File: config.mk
export PLATFORM = sky130hd
export DESIGN_NAME = ram_axis_reader
export DESIGN_NICKNAME = d
export VERILOG_FILES = /design/src/rtl/ram_axis_reader.sv
export SDC_FILE = /design/constraint.sdc
export NUM_CORES = 1
export LEC_CHECK = 0
export ABC_CLOCK_PERIOD_IN_PS = 4000
export BUFFER_PORTS_ARGS = -buffer_cell sky130_fd_sc_hd__buf_2
export CAP_MARGIN = 20
export CORE_ASPECT_RATIO = 1.4
export CORE_UTILIZATION = 40
export CTS_CLUSTER_DIAMETER = 30
export DETAILED_ROUTE_END_ITERATION = 10
export PLACE_DENSITY = 0.58
export SLEW_MARGIN = 0
export SYNTH_ARGS = -nofsm -noshare
export SYNTH_HDL_FRONTEND = slang
export SYNTH_SLANG_ARGS = --single-unit
File: constraint.sdc
create_clock -name clk -period 4 [get_ports clk]
set_input_delay 0.2 -clock clk [delete_from_list [all_inputs] [get_ports clk]]
set_output_delay 0.2 -clock clk [all_outputs]
set_load 0.02 [all_outputs]
File: src/rtl/ram_axis_reader.sv
// ram_axis_reader: streams words 0..count-1 of a Ram buffer out as an AXI4-Stream master.
// Define RAM_AXIS_READER_TLAST_EN to add the m_axis_tlast port.
module ram_axis_reader #(
  parameter int WORD_SIZE = 8,
  parameter int LENGTH_SIZE = 784,
  localparam int ADR_SIZE = $clog2(LENGTH_SIZE)
) (
  input  logic                 clk,
  input  logic                 rstn,
  input  logic                 start,
  input  logic [ADR_SIZE:0]    count,
  output logic                 busy,
  output logic                 done,
  output logic                 ram_rd,
  output logic [ADR_SIZE-1:0]  ram_adr,
  input  logic [WORD_SIZE-1:0] ram_data,
  output logic [WORD_SIZE-1:0] m_axis_tdata,
  output logic                 m_axis_tvalid,
  input  logic                 m_axis_tready
`ifdef RAM_AXIS_READER_TLAST_EN
  ,
  output logic                 m_axis_tlast
`endif
);
  typedef enum logic [1:0] {IDLE, STREAM, DONE} state_t;
  localparam logic [ADR_SIZE:0] one = 1;
  localparam logic [ADR_SIZE:0] max_cnt = LENGTH_SIZE;
  state_t state, state_nxt;
  logic [ADR_SIZE:0] cnt, fa, sent;
  logic fetch, hs;
  assign busy = state != IDLE;
  assign done = state == DONE;
  assign ram_rd = fetch;
  assign ram_adr = fa[ADR_SIZE-1:0];
  // fetch may refill the output register in the same cycle it is drained
  always_comb begin
    fetch = state == STREAM && fa < cnt && (!m_axis_tvalid || m_axis_tready);
    hs = m_axis_tvalid && m_axis_tready;
    state_nxt = state == IDLE ? (start ? (count == '0 ? DONE : STREAM) : IDLE) :
                state == STREAM ? (hs && sent + one == cnt ? DONE : STREAM) : IDLE;
  end
  always_ff @(posedge clk or negedge rstn) begin
    if (!rstn) begin
      state <= IDLE;
      cnt <= '0;
      fa <= '0;
      sent <= '0;
      m_axis_tdata <= '0;
      m_axis_tvalid <= 1'b0;
`ifdef RAM_AXIS_READER_TLAST_EN
      m_axis_tlast <= 1'b0;
`endif
    end else begin
      state <= state_nxt;
      if (state == IDLE && start) begin
        cnt <= count > max_cnt ? max_cnt : count;
        fa <= '0;
        sent <= '0;
      end
      if (fetch) begin
        m_axis_tdata <= ram_data;
        m_axis_tvalid <= 1'b1;
        fa <= fa + one;
`ifdef RAM_AXIS_READER_TLAST_EN
        m_axis_tlast <= fa == cnt - one;
`endif
      end else if (hs) begin
        m_axis_tvalid <= 1'b0;
      end
      if (hs) sent <= sent + one;
    end
  end
endmodule
==> results of run 1 <==
-- placed cells by master (no fill, tap or decap), types with 3 or more instances in the layout --
master	n
or3_1	3
dfrtp_1	44
nor2_1	19
nor3_1	4
buf_2	44
nand3_1	11
o31ai_1	5
nor2b_1	4
nand2_1	29
ha_1	12
nor4_1	7
nand4_1	3
inv_1	13
and2_1	8
o21ai_0	29
xnor2_1	12
a21oi_1	8
clkbuf_8	7
mux2_2	9
a221o_1	5
-- synthesized netlist by cell type, drive strengths merged (8+ instances only) --
library cell / count / area [sq um]
a21oi: 10 / 57.6
and2: 10 / 62.6
buf: 17 / 134
dfrtp: 44 / 1100
ha: 12 / 150
inv: 13 / 48.8
mux2: 9 / 101
nand2: 29 / 109
nand3: 11 / 55.1
nor2: 21 / 88.8
nor4: 8 / 56.3
o21ai: 31 / 155
xnor2: 13 / 121
-- per-layer routing --
metal	routed length, um	share of wire
met4	120	0.020
met2	3110	0.51
met5	0	0
met1	2670	0.44
met3	212	0.035
-- cells by family after synthesis --
family	synth area share
AND/OR/NAND/NOR	0.203
AO/OA/AOI/OAI	0.174
flip-flops	0.405
buffers and inverters	0.0742
XOR/XNOR	0.0511
adder cells (fa/ha/maj)	0.0553
multiplexers	0.0373
-- registers in the layout, indices dropped and copies added, names as in the netlist --
| signal | count |
|---|---|
| m_axis_tdata | 8 |
| m_axis_tvalid | 1 |
| sent | 11 |
| cnt | 11 |
| fa | 11 |
| state | 2 |
-- per-stage QoR --
step | power (W) | hold slack, ns | cells | util | worst slack [ns]
after floorplan | 0.000487 | -0.0956 | 290 | - | 1.91
after global placement | 0.000517 | 0.431 | 386 | 0.438 | 1.57
after detailed placement | 0.000518 | 0.432 | 386 | 0.438 | 1.53
after CTS | 0.000823 | 0.111 | 393 | 0.453 | 1.27
after global routing | 0.000847 | 0.120 | 395 | 0.457 | 1.07
final | 0.000815 | 0.128 | 395 | 0.457 | 1.31
-- worst max-delay path, delay by kind of cell (launching register included) --
family	cells	cell delay, ns
compound gates	4	0.72
simple gates	1	0.43
fa+ha+maj	1	0.33
buf+inv	1	0.25
flops	1	0.46
-- power by group through the flow --
stage | Clock, W | Combinational, W | Sequential [W]
finish | 0.000304 | 0.0000535 | 0.000457
global route | 0.000330 | 0.0000593 | 0.000458
CTS | 0.000314 | 0.0000517 | 0.000457
detailed placement | 0 | 0.0000515 | 0.000466
global placement | 0 | 0.0000512 | 0.000466
floorplan | 0 | 0.0000169 | 0.000470
-- final cells by class --
type | instances | area (sq um) | share of cell area
sequential | 44 | 1100 | 0.367
multi-input combinational | 211 | 1410 | 0.471
inverter | 13 | 48.8 | 0.0162
tap | 74 | 92.6 | 0.0308
timing repair buffer | 46 | 250 | 0.0833
clock buffer | 7 | 96.3 | 0.0321
-- worst min-delay path by stage --
stage | start | end | slack (ns) | depth (start not counted)
final | count[1] | cnt[1] | 0.13 | 3
after global routing | ram_data[3] | m_axis_tdata[3] | 0.12 | 2
after CTS | rstn | sent[3] | 0.11 | 1
after detailed placement | rstn | sent[3] | 0.43 | 1
after global placement | ram_data[0] | m_axis_tdata[0] | 0.43 | 2
after floorplan | rstn | cnt[0] | -0.1 | 0
==> metrics.md, run 1 <==
| Metric | Value |
|---|---|
| Synthesized area | `2720 sq um` |
| Switch share | `0.229` |
| Number of flops mapped to enable cells by yosys | `0` |
| Status | `complete, no violations` |
| H-tree Lvls | `2` |
| Cell internal pwr | `0.000628 W` |
| FFs w/ async S/R, synth | `1.00` |
| Via density | `5.62` |
| 1st-pass router iterations | `4` |
| # diodes | `0` |
| Syn nets | `~330` |
| GP Congestion | `0.863` |
| Critical path data required time | `around 3.8 ns` |
| First-pass GRT wire length | `~10000 um` |
| Clock root buffer | `clkbuf_8` |
| Die ar. | `7130 sq um` |
| CTS sink cnt | `44` |
| Grt total ovfl | `0` |
| Register-to-register setup slack | `1.55 ns` |
| Starting Density | `0.414` |
| Initial DRC Count | `98` |
| # rows | `35` |
| Post-route cell area | `~3000 sq um` |
| Grt met2 use | `0.331` |
| Startpoint Class | `flip-flop` |
| Setup bufs post-CTS | `0` |
| Clock Latency Late Sink | `0.29 ns` |
| Clk network pwr share | `0.373` |
| Peak fanout along the critical path | `16` |
| Final Hold Fails | `0` |
| DR WL/cell | `15.5 um` |
| Pwr dens | `about 270 nW/um^2` |
| Syn avg cell area | `9.37 sq um` |
| Share of post-route cells with drive strength above 1 | `0.234` |
| Core area | `6570 sq um` |
| Placed Area | `between 2000 and 3000 sq um` |
| Final WL | `6120 um` |
| Worst path most repeated cell | `a21oi_1` |
| LEAKAGE | `about 1.3 nW` |
| R2R Path End | `m_axis_tdata[3]` |
| Vias | `roughly 2200` |
| Vias in the first global route | `2228` |
| Least-Margin Pin Slew | `0.834 ns` |
| Setup TNS | `0 ns` |
| CTS tree | `done` |
| Peak VDD IR | `0.153 mV` |
| Final slew viol count | `0` |
| CTS buffer count | `5` |
| Post-DP HPWL | `approximately 4600 um` |
| GR Layer Usage met3 | `0.0324` |
| Setup-failing EPs final | `0` |
| Total GRT Usage | `0.186` |
| Reg-to-Reg Start | `fa[2]` |
| Slew margin rel. | `0.443` |
| FF+latch count, synth | `44` |
| Slowest library cell on the worst path | `dfrtp_1` |
| Clk slew on worst S/H paths | `0.08 ns` |
| Antenna Nets Post-Route | `0` |
| Io pins | `45` |
| Crit path to | `ram_rd` |
| Period utilisation layout | `0.673` |
| Synth Instances | `290` |
| Layout Nets | `356` |
| Critical path class | `reg -> out` |
| Synthesis-to-layout area growth | `10.5%` |
| Switching pwr | `about 0.00019 W` |
| Die width | `71.6 um` |
| Maximum clock path buffer count | `2` |
| I/O Buffers | `44` |
| GR peak layer | `met2` |
| Worst path max stage delay | `0.46 ns` |
| Post-synthesis sequential area ratio | `0.405` |
| Post-cts hold buffer count | `0` |
| Max cap viols | `0` |
| Worst Skew | `0.00368 ns` |
| Fin crit period | `2.69 ns` |
| Met1 Use GR | `0.222` |
| CP startpoint | `fa[2]` |
| Distinct cells, synth | `55` |
| Commonest register cell after synthesis | `dfrtp_1` |
| Critical-path cell list | `ha_1 > a21oi_1 > o21ai_1 > a21oi_1 > o211ai_2 > nor2_4 > buf_2` |
| F_max | `371 MHz` |
| Comb pwr share | `0.066` |
| WP data arrival | `2.49 ns` |
| RSZ-0062 raised after global routing | `false` |
| Die height | `approximately 100 um` |
| FILL cells | `670` |
| Synth warn | `0` |
| Hold WC Path Type | `in -> reg` |
| Post_cts resized | `0` |
| Crit. End Element | `output port` |
| DRC | `0` |
| Largest net degree at the start of global routing | `45` |
| Worst reg-to-reg path cell count | `7` |
| Antenna violations before repair | `0` |
| Seq pwr share | `0.561` |
Note: power is estimated with default switching activity, not from simulation.
==> run 2: changes to the inputs <==
--- a/config.mk
+++ b/config.mk
@@ -5,14 +5,15 @@
 export SDC_FILE = /design/constraint.sdc
 export NUM_CORES = 1
 export LEC_CHECK = 0
-export ABC_CLOCK_PERIOD_IN_PS = 4000
+export ABC_AREA = 1
+export ABC_CLOCK_PERIOD_IN_PS = 2320
 export BUFFER_PORTS_ARGS = -buffer_cell sky130_fd_sc_hd__buf_2
 export CAP_MARGIN = 20
 export CORE_ASPECT_RATIO = 1.4
 export CORE_UTILIZATION = 40
 export CTS_CLUSTER_DIAMETER = 30
 export DETAILED_ROUTE_END_ITERATION = 10
-export PLACE_DENSITY = 0.58
+export PLACE_DENSITY = 0.6
 export SLEW_MARGIN = 0
 export SYNTH_ARGS = -nofsm -noshare
 export SYNTH_HDL_FRONTEND = slang
==> constraint.sdc (replaced) <==
create_clock -name clk -period 2.32 [get_ports clk]
set_input_delay 0.116 -clock clk [delete_from_list [all_inputs] [get_ports clk]]
set_output_delay 0.116 -clock clk [all_outputs]
set_load 0.02 [all_outputs]
==> run 2 against run 1 <==
Critical path depth up 2. Final cell count rose by 23%. Clock power rose by 68%. Cell area rose by 3.3%. Worst setup slack lost 1.1 ns. Sequential cell count unchanged. First-iteration DRC count decreased by 16%. Clock skew rose by 0.0021 ns. Non-clock buffer count grew 12. Synthesized area decreased by 1.5%. Hold slack lost 0.12 ns. Sequential share of layout area is 1.2 points lower. Largest power group is now combinational logic. Highest routed layer unchanged.
==> metrics.md, run 2 <==
| Metric | Value |
|---|---|
| Total GRT Usage | `0.196 (was 0.186)` |
| Cell internal pwr | `0.00185 W (was 0.000628 W)` |
| Final Hold Fails | `0 (unchanged)` |
| Post-DP HPWL | `4740 um (was 4600 um)` |
| H-tree Lvls | `2 (unchanged)` |
| Clock Latency Late Sink | `0.30 ns (was 0.29 ns)` |
| Final slew viol count | `0 (unchanged)` |
| Syn nets | `397 (was 325)` |
| Io pins | `45 (unchanged)` |
| Switching pwr | `0.00154 W (was 0.000187 W)` |
| Placed Area | `2910 sq um (was 2880 sq um)` |
| Final worst slack | `0.233 ns (was 1.31 ns)` |
| Fin crit period | `2.09 ns` |
| Syn avg cell area | `7.39 sq um (was 9.37 sq um)` |
| Synth top area cells | `dfrtp_1 41%, nand2_1 15%, nand3_1 9.2%, inv_1 5.9%, o21ai_0 5.8% (was dfrtp_1 41%, ha_1 5.5%, o21ai_0 5.3%, nand2_1 4.0%, xnor2_1 3.9%)` |
| Vias in the first global route | `2323 (was 2228)` |
| Clk network pwr share | `0.151 (was 0.373)` |
| Startpoint Class | `flip-flop (unchanged)` |
| Synthesized area | `2680 sq um (was 2720 sq um)` |
| RSZ-0062 raised after global routing | `false (unchanged)` |
| Post-synth top area share | `0.412 (was 0.405)` |
| Die ar. | `7020 sq um (was 7130 sq um)` |
| Critical path class | `reg -> out (unchanged)` |
| Place WS | `0.390 ns (was 1.53 ns)` |
| First-pass GRT wire length | `10800 um (was 10300 um)` |
| Largest net degree at the start of global routing | `45 (unchanged)` |
| Worst Skew | `0.00579 ns (was 0.00368 ns)` |
| Register Area | `1100 sq um (unchanged)` |
| Layout Nets | `446 (was 356)` |
| Distinct cells, synth | `29 (was 55)` |
| Antenna Nets Post-Route | `0 (unchanged)` |
| CTS tree | `done (unchanged)` |
| Setup TNS | `0 ns (unchanged)` |
| Crit. End Element | `output port (unchanged)` |
| Post-synthesis sequential area ratio | `0.412 (was 0.405)` |
| Count leader, synth | `nand2_1 (was dfrtp_1)` |
| Commonest register cell after synthesis | `dfrtp_1 (unchanged)` |
| Synth warn | `0 (unchanged)` |
| I/O Buffers | `44 (unchanged)` |
| Most frequent cells in the layout | `107 x nand2_1, 49 x nand3_1, 44 x dfrtp_1, 44 x buf_2, 41 x inv_1 (was 44 x dfrtp_1, 44 x buf_2, 29 x nand2_1, 29 x o21ai_0, 19 x nor2_1)` |
| Cell taking the most area after synthesis | `dfrtp_1 (unchanged)` |
| FILL cells | `665 (was 670)` |
| GP Congestion | `0.755 (was 0.863)` |
| DRC | `0 (unchanged)` |
| # rows | `34 (was 35)` |
| Least-Margin Pin Slew | `0.686 ns (was 0.834 ns)` |
| Antenna violations before repair | `0 (unchanged)` |
| Most frequent cells after synthesis | `107 x nand2_1, 49 x nand3_1, 44 x dfrtp_1, 42 x inv_1, 31 x o21ai_0 (was 44 x dfrtp_1, 29 x nand2_1, 29 x o21ai_0, 19 x nor2_1, 13 x inv_1)` |
| Max cap viols | `0 (unchanged)` |
| Synth Instances | `362 (was 290)` |
| FF+latch count, synth | `44 (unchanged)` |
| Most common cell after layout, fill and taps aside | `nand2_1` |
| Inst Count DP | `466 (was 386)` |
| Finished Layout Cells | `484 (was 395)` |
| Post-route cell area | `3100 sq um (was 3000 sq um)` |
| Die width | `71.1 um (was 71.6 um)` |
| Grt total ovfl | `0 (unchanged)` |
| WP data arrival | `1.97 ns (was 2.49 ns)` |
| Number of flops mapped to enable cells by yosys | `0 (unchanged)` |
| CTS sink cnt | `44 (unchanged)` |
| CTS buffer count | `5 (unchanged)` |
| Top Registers | `cnt: 11 flops, fa: 11 flops, sent: 11 flops (unchanged)` |
| FFs w/ async S/R, synth | `1.00 (unchanged)` |
| Switch share | `0.455 (was 0.229)` |
| Clock root buffer | `clkbuf_8 (unchanged)` |
| Seq pwr share | `0.370 (was 0.561)` |
| Final WL | `6340 um (was 6120 um)` |
| Maximum clock path buffer count | `2 (unchanged)` |
| Slew margin rel. | `0.541 (was 0.443)` |
| Die height | `98.8 um (was 99.5 um)` |
| Peak VDD IR | `0.686 mV (was 0.153 mV)` |
| Share of post-route cells with drive strength above 1 | `0.177 (was 0.234)` |
| Setup-failing EPs final | `0 (unchanged)` |
| Initial DRC Count | `82 (was 98)` |
| Critical path data required time | `2.20 ns (was 3.80 ns)` |
| Synthesis-to-layout area growth | `15.9% (was 10.5%)` |
| Status | `complete, no violations (unchanged)` |
| Via density | `5.08 (was 5.62)` |
| Core area | `6340 sq um (was 6570 sq um)` |
| Hold WC Path Type | `in -> reg (unchanged)` |
| DR WL/cell | `13.1 um (was 15.5 um)` |
| Peak fanout along the critical path | `6 (was 16)` |
| Comb pwr share | `0.479 (was 0.066)` |
| LEAKAGE | `1.61 nW (was 1.30 nW)` |
| Pwr dens | `1090 nW/um^2 (was 271 nW/um^2)` |
| Starting Density | `0.422 (was 0.414)` |
| Vias | `2461 (was 2218)` |
| Multi-input logic area | `1300 sq um (was 1410 sq um)` |
| Clk slew on worst S/H paths | `0.09 ns (was 0.08 ns)` |
| F_max | `479 MHz` |
| 1st-pass router iterations | `6 (was 4)` |
| # diodes | `0 (unchanged)` |
| Period utilisation layout | `0.900` |
[run 2: cell types whose count changed after synthesis, moves of 5 or more]
cell     before  now
mux2_2        9    0
o22ai_1       1    6
a221o_1       5    0
nand3_1      11   49
nand2_2       0    5
nand2_1      29  107
xnor2_1      12    1
inv_1        13   42
o31ai_1       5    0
nor4_1        7    1
and2_1        8    0
[run 2: path summary, 6_finish.rpt]
kind / from / end / slack (ns) / cells after the start
max: fa[8] / ram_rd / 0.23 / 9
min: ram_data[3] / m_axis_tdata[3] / 0.01 / 3
max reg2reg: fa[8] / fa[10] / 0.38 / 10
min reg2reg: m_axis_tdata[6] / m_axis_tdata[6] / 0.48 / 2
max in group asynchronous: rstn / state[1] / 1.48 / 3
min in group asynchronous: rstn / sent[1] / 0.43 / 3
[run 2: per-layer routing]
metal  global-route usage  part of all wire
met5                    0                 0
met2                0.368              0.55
met3               0.0256             0.024
met4               0.0508             0.011
met1                0.232              0.41
[run 2: repair_timing]
item	4_1_cts	5_1_grt
endpoints found under the hold margin	51	0
buffers inserted	0	2
resized for setup	0	1
setup endpoints to repair	0	1
hold buffers	8	0
[run 2: cell type report]
cell class	count	share of cell area
Clock buffer	6	0.0266
Clock inverter	2	0.00323
Inverter	46	0.0569
Multi-Input combinational cell	256	0.418
Sequential cell	44	0.355
Tap cell	72	0.0290
Timing Repair Buffer	58	0.111
[run 2: logic make-up after synthesis]
family,count (synthesis),share of synthesized area
AOI/OAI and AO/OA,45,0.0893
xor gates and xnor gates,4,0.0131
adders and majority gates,12,0.0561
buffers and inverters,62,0.104
DFF,44,0.412
and+or+nand+nor,195,0.326
[run 2: critical path, stage by stage, from the launching register on]
cell	delay [ns]
dfrtp_1	0.45
ha_1	0.33
nand2_1	0.06
inv_1	0.03
o21ai_0	0.13
nand3_1	0.09
nor2_1	0.12
nand3_1	0.14
clkinvlp_4	0.15
buf_2	0.17
[run 2: power by group through the flow]
stage | clock network [W] | registers (W) | logic [W]
final | 0.000512 | 0.00125 | 0.00162
after global routing | 0.000557 | 0.00129 | 0.00187
after CTS | 0.000540 | 0.00125 | 0.00161
after detailed placement | 0 | 0.00126 | 0.00159
after global placement | 0 | 0.00126 | 0.00156
after floorplan | 0 | 0.00132 | 0.00112
[run 2: per-stage QoR]
stage                     utilization  hold WS (ns)  power, W
after global routing            0.489        0.0353   0.00372
after CTS                       0.486       0.00626   0.00340
after detailed placement        0.459         0.257   0.00285
after global placement          0.459         0.249   0.00282
final                           0.489        0.0110   0.00339
after floorplan                     -        -0.180   0.00245
